[src/rtl/ysyx_23060184_mem_stage.sv]
// MEM stage of the ysyx_23060184 RV32 pipeline: issues one load/store over a
// single-outstanding data port, formats load data, and hands the bundle to MEM/WB.
module ysyx_23060184_mem_stage #(
  parameter int DATA_WIDTH        = 32,
  parameter int REG_LENGTH        = 5,
  parameter int CSR_LENGTH        = 12,
  parameter int RESULT_SRC_LENGTH = 2
) (
  input  logic                         clk,
  input  logic                         resetn,
  // EX -> MEM handshake and bundle
  input  logic                         Evalid,
  output logic                         Mready,
  input  logic                         MemReadE,
  input  logic                         MemWriteE,
  input  logic [2:0]                   MemOpE,
  input  logic                         RegWriteE,
  input  logic                         CsrWriteE,
  input  logic [RESULT_SRC_LENGTH-1:0] ResultSrcE,
  input  logic [DATA_WIDTH-1:0]        ALUResultE,
  input  logic [DATA_WIDTH-1:0]        WriteDataE,
  input  logic [DATA_WIDTH-1:0]        PCPlus4E,
  input  logic [DATA_WIDTH-1:0]        CsrReadE,
  input  logic [REG_LENGTH-1:0]        RdE,
  input  logic [CSR_LENGTH-1:0]        CsrAddrE,
  // Data memory request/response
  output logic                         dreq_valid,
  input  logic                         dreq_ready,
  output logic                         dreq_wen,
  output logic [DATA_WIDTH-1:0]        dreq_addr,
  output logic [DATA_WIDTH-1:0]        dreq_wdata,
  output logic [3:0]                   dreq_wstrb,
  input  logic                         drsp_valid,
  input  logic [DATA_WIDTH-1:0]        drsp_rdata,
  // MEM -> WB handshake and bundle
  output logic                         Mvalid,
  input  logic                         Wready,
  output logic                         RegWriteM,
  output logic                         CsrWriteM,
  output logic [RESULT_SRC_LENGTH-1:0] ResultSrcM,
  output logic [DATA_WIDTH-1:0]        ALUResultM,
  output logic [DATA_WIDTH-1:0]        PCPlus4M,
  output logic [DATA_WIDTH-1:0]        ReadDataM,
  output logic [DATA_WIDTH-1:0]        CsrReadM,
  output logic [REG_LENGTH-1:0]        RdM,
  output logic [CSR_LENGTH-1:0]        CsrAddrM
);

  localparam logic [1:0] S_IDLE = 2'd0;
  localparam logic [1:0] S_REQ  = 2'd1;
  localparam logic [1:0] S_RESP = 2'd2;
  localparam logic [1:0] S_HOLD = 2'd3;

  logic [1:0]                   r_state;
  logic                         r_mem_read;
  logic                         r_mem_write;
  logic [2:0]                   r_mem_op;
  logic [DATA_WIDTH-1:0]        r_write_data;
  logic                         r_reg_write;
  logic                         r_csr_write;
  logic [RESULT_SRC_LENGTH-1:0] r_result_src;
  logic [DATA_WIDTH-1:0]        r_alu_result;
  logic [DATA_WIDTH-1:0]        r_pc_plus4;
  logic [DATA_WIDTH-1:0]        r_read_data;
  logic [DATA_WIDTH-1:0]        r_csr_read;
  logic [REG_LENGTH-1:0]        r_rd;
  logic [CSR_LENGTH-1:0]        r_csr_addr;

  logic                         w_accept;
  logic [1:0]                   w_off;
  logic [DATA_WIDTH-1:0]        w_shifted;
  logic [DATA_WIDTH-1:0]        w_load_data;
  logic [DATA_WIDTH-1:0]        w_store_data;
  logic [3:0]                   w_store_strb;

  assign Mready   = (r_state == S_IDLE) || ((r_state == S_HOLD) && Wready);
  assign w_accept = Evalid && Mready;
  assign w_off    = r_alu_result[1:0];

  // Request fields are pure functions of latched state, so they cannot move while REQ waits.
  assign dreq_valid = (r_state == S_REQ);
  assign dreq_wen   = r_mem_write;
  assign dreq_addr  = {r_alu_result[DATA_WIDTH-1:2], 2'b00};
  assign dreq_wdata = w_store_data;
  assign dreq_wstrb = r_mem_write ? w_store_strb : 4'b0000;

  // NOTE: every combinational output gets a default first so no path infers a latch.
  always_comb begin
    w_store_data = r_write_data;
    w_store_strb = 4'b1111;
    case (r_mem_op)
      3'b000: begin
        w_store_data = {(DATA_WIDTH/8){r_write_data[7:0]}};
        w_store_strb = 4'b0001 << w_off;
      end
      3'b001: begin
        w_store_data = {(DATA_WIDTH/16){r_write_data[15:0]}};
        w_store_strb = 4'b0011 << {w_off[1], 1'b0};
      end
      default: ;
    endcase
  end

  always_comb begin
    w_shifted = drsp_rdata;
    case (r_mem_op[1:0])
      2'b00:   w_shifted = drsp_rdata >> {w_off, 3'b000};
      2'b01:   w_shifted = drsp_rdata >> {w_off[1], 4'b0000};
      default: ;
    endcase
  end

  always_comb begin
    w_load_data = drsp_rdata;
    case (r_mem_op)
      3'b000:  w_load_data = {{(DATA_WIDTH-8){w_shifted[7]}}, w_shifted[7:0]};
      3'b100:  w_load_data = {{(DATA_WIDTH-8){1'b0}}, w_shifted[7:0]};
      3'b001:  w_load_data = {{(DATA_WIDTH-16){w_shifted[15]}}, w_shifted[15:0]};
      3'b101:  w_load_data = {{(DATA_WIDTH-16){1'b0}}, w_shifted[15:0]};
      default: ;
    endcase
  end

  // NOTE: state uses non-blocking assignments so every register samples pre-edge values.
  always_ff @(posedge clk or negedge resetn) begin
    if (!resetn) begin
      r_state      <= S_IDLE;
      r_mem_read   <= 1'b0;
      r_mem_write  <= 1'b0;
      r_mem_op     <= '0;
      r_write_data <= '0;
      r_reg_write  <= 1'b0;
      r_csr_write  <= 1'b0;
      r_result_src <= '0;
      r_alu_result <= '0;
      r_pc_plus4   <= '0;
      r_read_data  <= '0;
      r_csr_read   <= '0;
      r_rd         <= '0;
      r_csr_addr   <= '0;
    end else begin
      if (w_accept) begin
        r_state      <= (MemReadE || MemWriteE) ? S_REQ : S_HOLD;
        r_mem_read   <= MemReadE;
        r_mem_write  <= MemWriteE;
        r_mem_op     <= MemOpE;
        r_write_data <= WriteDataE;
        r_reg_write  <= RegWriteE;
        r_csr_write  <= CsrWriteE;
        r_result_src <= ResultSrcE;
        r_alu_result <= ALUResultE;
        r_pc_plus4   <= PCPlus4E;
        r_read_data  <= '0;
        r_csr_read   <= CsrReadE;
        r_rd         <= RdE;
        r_csr_addr   <= CsrAddrE;
      end else begin
        case (r_state)
          S_REQ:  if (dreq_ready) r_state <= S_RESP;
          S_RESP: if (drsp_valid) begin
            r_state     <= S_HOLD;
            r_read_data <= r_mem_read ? w_load_data : '0;
          end
          S_HOLD: if (Wready) r_state <= S_IDLE;
          default: ;
        endcase
      end
    end
  end

  assign Mvalid     = (r_state == S_HOLD);
  assign RegWriteM  = r_reg_write;
  assign CsrWriteM  = r_csr_write;
  assign ResultSrcM = r_result_src;
  assign ALUResultM = r_alu_result;
  assign PCPlus4M   = r_pc_plus4;
  assign ReadDataM  = r_read_data;
  assign CsrReadM   = r_csr_read;
  assign RdM        = r_rd;
  assign CsrAddrM   = r_csr_addr;

endmodule

[config.mk]
export PLATFORM = sky130hd
export DESIGN_NAME = ysyx_23060184_mem_stage
export DESIGN_NICKNAME = d
export VERILOG_FILES = /design/src/rtl/ysyx_23060184_mem_stage.sv
export SDC_FILE = /design/constraint.sdc
export NUM_CORES = 1
export LEC_CHECK = 0
export CAP_MARGIN = 25
export CORE_ASPECT_RATIO = 0.6
export CORE_UTILIZATION = 42
export DETAILED_ROUTE_END_ITERATION = 12
export PLACE_DENSITY_LB_ADDON = 0.15
export SETUP_SLACK_MARGIN = 0.2
export SYNTH_ARGS = -nofsm -noshare
export SYNTH_HDL_FRONTEND = slang
export SYNTH_SLANG_ARGS = --single-unit
[constraint.sdc]
create_clock -name clk -period 2 [get_ports clk]
set_clock_uncertainty 0.15 [all_clocks]
set_input_delay 0.4 -clock clk [delete_from_list [all_inputs] [get_ports clk]]
set_output_delay 0.4 -clock clk [all_outputs]
set_load 0.03 [all_outputs]
==> run metrics <==
fin crit period=2.36 ns; post-synthesis sequential area ratio=50.9%; crit path cell chain=or2_4 > nor2_4 > buf_12 > mux2_4 > buf_6; CTS tree=done; Async SR Flop Fraction=100%; first-pass GRT wire length=48200 um; H-tree depth=4; Syn Inst Count=about 750; Die W=193 um; Buf/Inv on CP=2; failing checks=DRC, setup timing; DP Area=14000 um^2; grt total ovfl=0; vias in the first global route=8065; crit end category=output pin; first-pass detailed-route iteration total=10; Core Area=about 21000 um^2; Setup violations, final=53; drt wl/cell=21.9 um; DRT iter0 DRCs=around 650; final worst slack=-0.360 ns; Crit Path Category=reg2out; met3 usage=9.26%; #FFs+latches synth=188; initial antenna violation count=0; met2 Track Usage GR=47.1%; layout cells sized above 1=39.6%; status=complete, but fails checks; Via density=5.32; commonest cells after routing, fill and taps aside=clkdlybuf4s50_1, dfrtp_1, mux2_4; family with the most delay on the worst path=flip-flops; worst hold path type=in2async; critical path fanouts, max=8; initial core utilization=between 40% and 50%; most common cell after layout, fill and taps aside=clkdlybuf4s50_1; largest cells by area after synthesis=dfrtp_1, mux2_2, mux2_4, buf_4, o21ai_0; drt total wl=around 33000 um; maximum capacitance violations=0; Synth Cell Area=9240 um^2; Critical Path Start Type=flip-flop; Placer Congestion=about 0.88; ys flop type=dfrtp_1; number of synthesized flops with an enable pin=0; Clock Tree Buf Depth=2; top-area cell type share of the netlist area=50.9%; VDD IR max=1.17 mV; post-synth top area cell=dfrtp_1; Power Density=1960 nW/um^2; post-synth cell types=43; worst-skew pair later-pin latency=about 0.43 ns; RSZ-0062 raised after global routing=yes; critical path arrival=1.81 ns; Required @ worst endpoint=1.45 ns; Layout area overhead=71.1%; via count=7963; IO Pins=413; Sink Count=approximately 190; slowest stage cell, crit path=dfrtp_1; clk root buf=clkbuf_16; Fmax achieved=about 420 MHz; num rows=41; GR Layer Usage met1=35.5%; fin nets=1399; final hold violations=0; Avg Synthesized Cell Area=12.3 um^2; Port-buffer cells=410; DRC viols=21; Ys Warns=0; ANT cells=0; clk slew on worst S/H paths=0.07 ns; number of CTS-inserted buffers=17; Die ar.=roughly 23000 um^2; most used routing layer=met2; Fillers=1443; Final Cycle Share=118%; leakage=7.21 nW; Die H=between 100 and 150 um; dpl hpwl=21600 um; CP max stage delay=0.39 ns; largest net degree at the start of global routing=56; final slew viol count=0; design area=15800 um^2; Post-Place Worst Slack=-0.391 ns; DRT antenna net count=0; Overall Global Routing Usage=28.3%
## synth_stat cells (2+ instances only)
library cell,count
buf_8,6
nand3_1,8
nand2_1,34
o211ai_1,24
nor2_1,13
nand2b_1,2
clkbuf_1,21
o21ai_0,43
mux2_4,60
a21oi_1,34
mux2_2,111
a211o_1,7
o311ai_1,7
a21oi_2,2
buf_2,17
a211oi_1,2
buf_4,42
nand4_1,17
inv_1,14
and3_1,8
dfrtp_1,188
buf_6,5
nor3_1,17
nor2b_1,21
and2_1,3
mux2i_1,15
o21a_1,8
buf_1,4
## sequential cells by signal, summed over array words and instances (netlist names)
name          flops
ALUResultM       32
CsrAddrM         12
CsrReadM         32
CsrWriteM         1
PCPlus4M         32
RdM               5
ReadDataM        32
RegWriteM         1
ResultSrcM        2
dreq_wen          1
r_mem_op          3
r_mem_read        1
r_state           2
r_write_data     32
## worst reg2reg max path: cells and delay by family, from the launching register on
family	cells	cell delay, ns
flip-flops	1	0.39
AND/OR/NAND/NOR	1	0.17
buffers and inverters	5	0.90
AO/OA/AOI/OAI	3	0.40
## timing repair
action,in CTS,in global routing
gates cloned,14,4
setup buffers,29,5
pin swaps,19,7
hold buffers,1,0
endpoints found under the hold margin,38,0
gates resized for setup,493,144
setup endpoints to repair,399,297
## cell type report
cell class | instances | area (um^2) | area share (%)
Multi-Input combinational cell | 452 | 4420 | 28.0
Inverter | 14 | 60.1 | 0.380
Tap cell | 279 | 349 | 2.21
Sequential cell | 188 | 4710 | 29.8
Timing Repair Buffer | 534 | 5640 | 35.7
Clock inverter | 12 | 169 | 1.07
Clock buffer | 19 | 453 | 2.87
## final timing paths
kind	startpoint	to	cells past startpoint	slack, ns
setup / recovery	r_mem_op[1]	dreq_wdata[8]	5	-0.36
hold / removal	resetn	ReadDataM[14]	2	0.34
setup reg to reg	r_mem_op[1]	ReadDataM[18]	9	-0.10
hold reg to reg	ReadDataM[2]	ReadDataM[2]	2	0.34
max in group asynchronous	resetn	PCPlus4M[5]	3	0.72
min in group clk	ReadDataM[2]	ReadDataM[2]	2	0.34
## metrics by stage
stage / utilization (%) / hold slack [ns] / total power, mW / cells / TNS [ns]
after floorplan: - / -0.0456 / 18.2 / 749 / -0.193
after global placement: 65.7 / 0.229 / 25.0 / 1414 / -57.49
after detailed placement: 65.7 / 0.224 / 25.2 / 1414 / -58.58
after CTS: 73.3 / 0.319 / 30.3 / 1489 / -10.28
after global routing: 74.2 / 0.352 / 32.3 / 1498 / -14.69
final: 74.2 / 0.338 / 31.0 / 1498 / -10.37
## report_power, final
group          switching [mW]  internal [mW]
sequential               1.39           5.72
clock                    1.49           2.15
combinational            10.6           9.70
total                    13.5           17.6
## layer usage
| layer | routed length [um] | share of wire (%) |
|---|---|---|
| met1 | 13400 | 41 |
| met2 | 15700 | 48 |
| met4 | 624 | 1.9 |
| met5 | 0 | 0 |
| met3 | 3000 | 9.1 |
## cells by family (layout without fill, tap and decap cells)
kind of cell           count (synthesis)  count (layout)  synth area share [%]
AO/OA/AOI/OAI                        135             135                  9.31
other                                  1               2                0.0406
buffers and inverters                109             579                  7.51
flip-flops                           188             188                  50.9
AND/OR/NAND/NOR                      129             129                  7.29
multiplexers                         186             186                  24.9
Note: power is estimated with default switching activity, not from simulation.
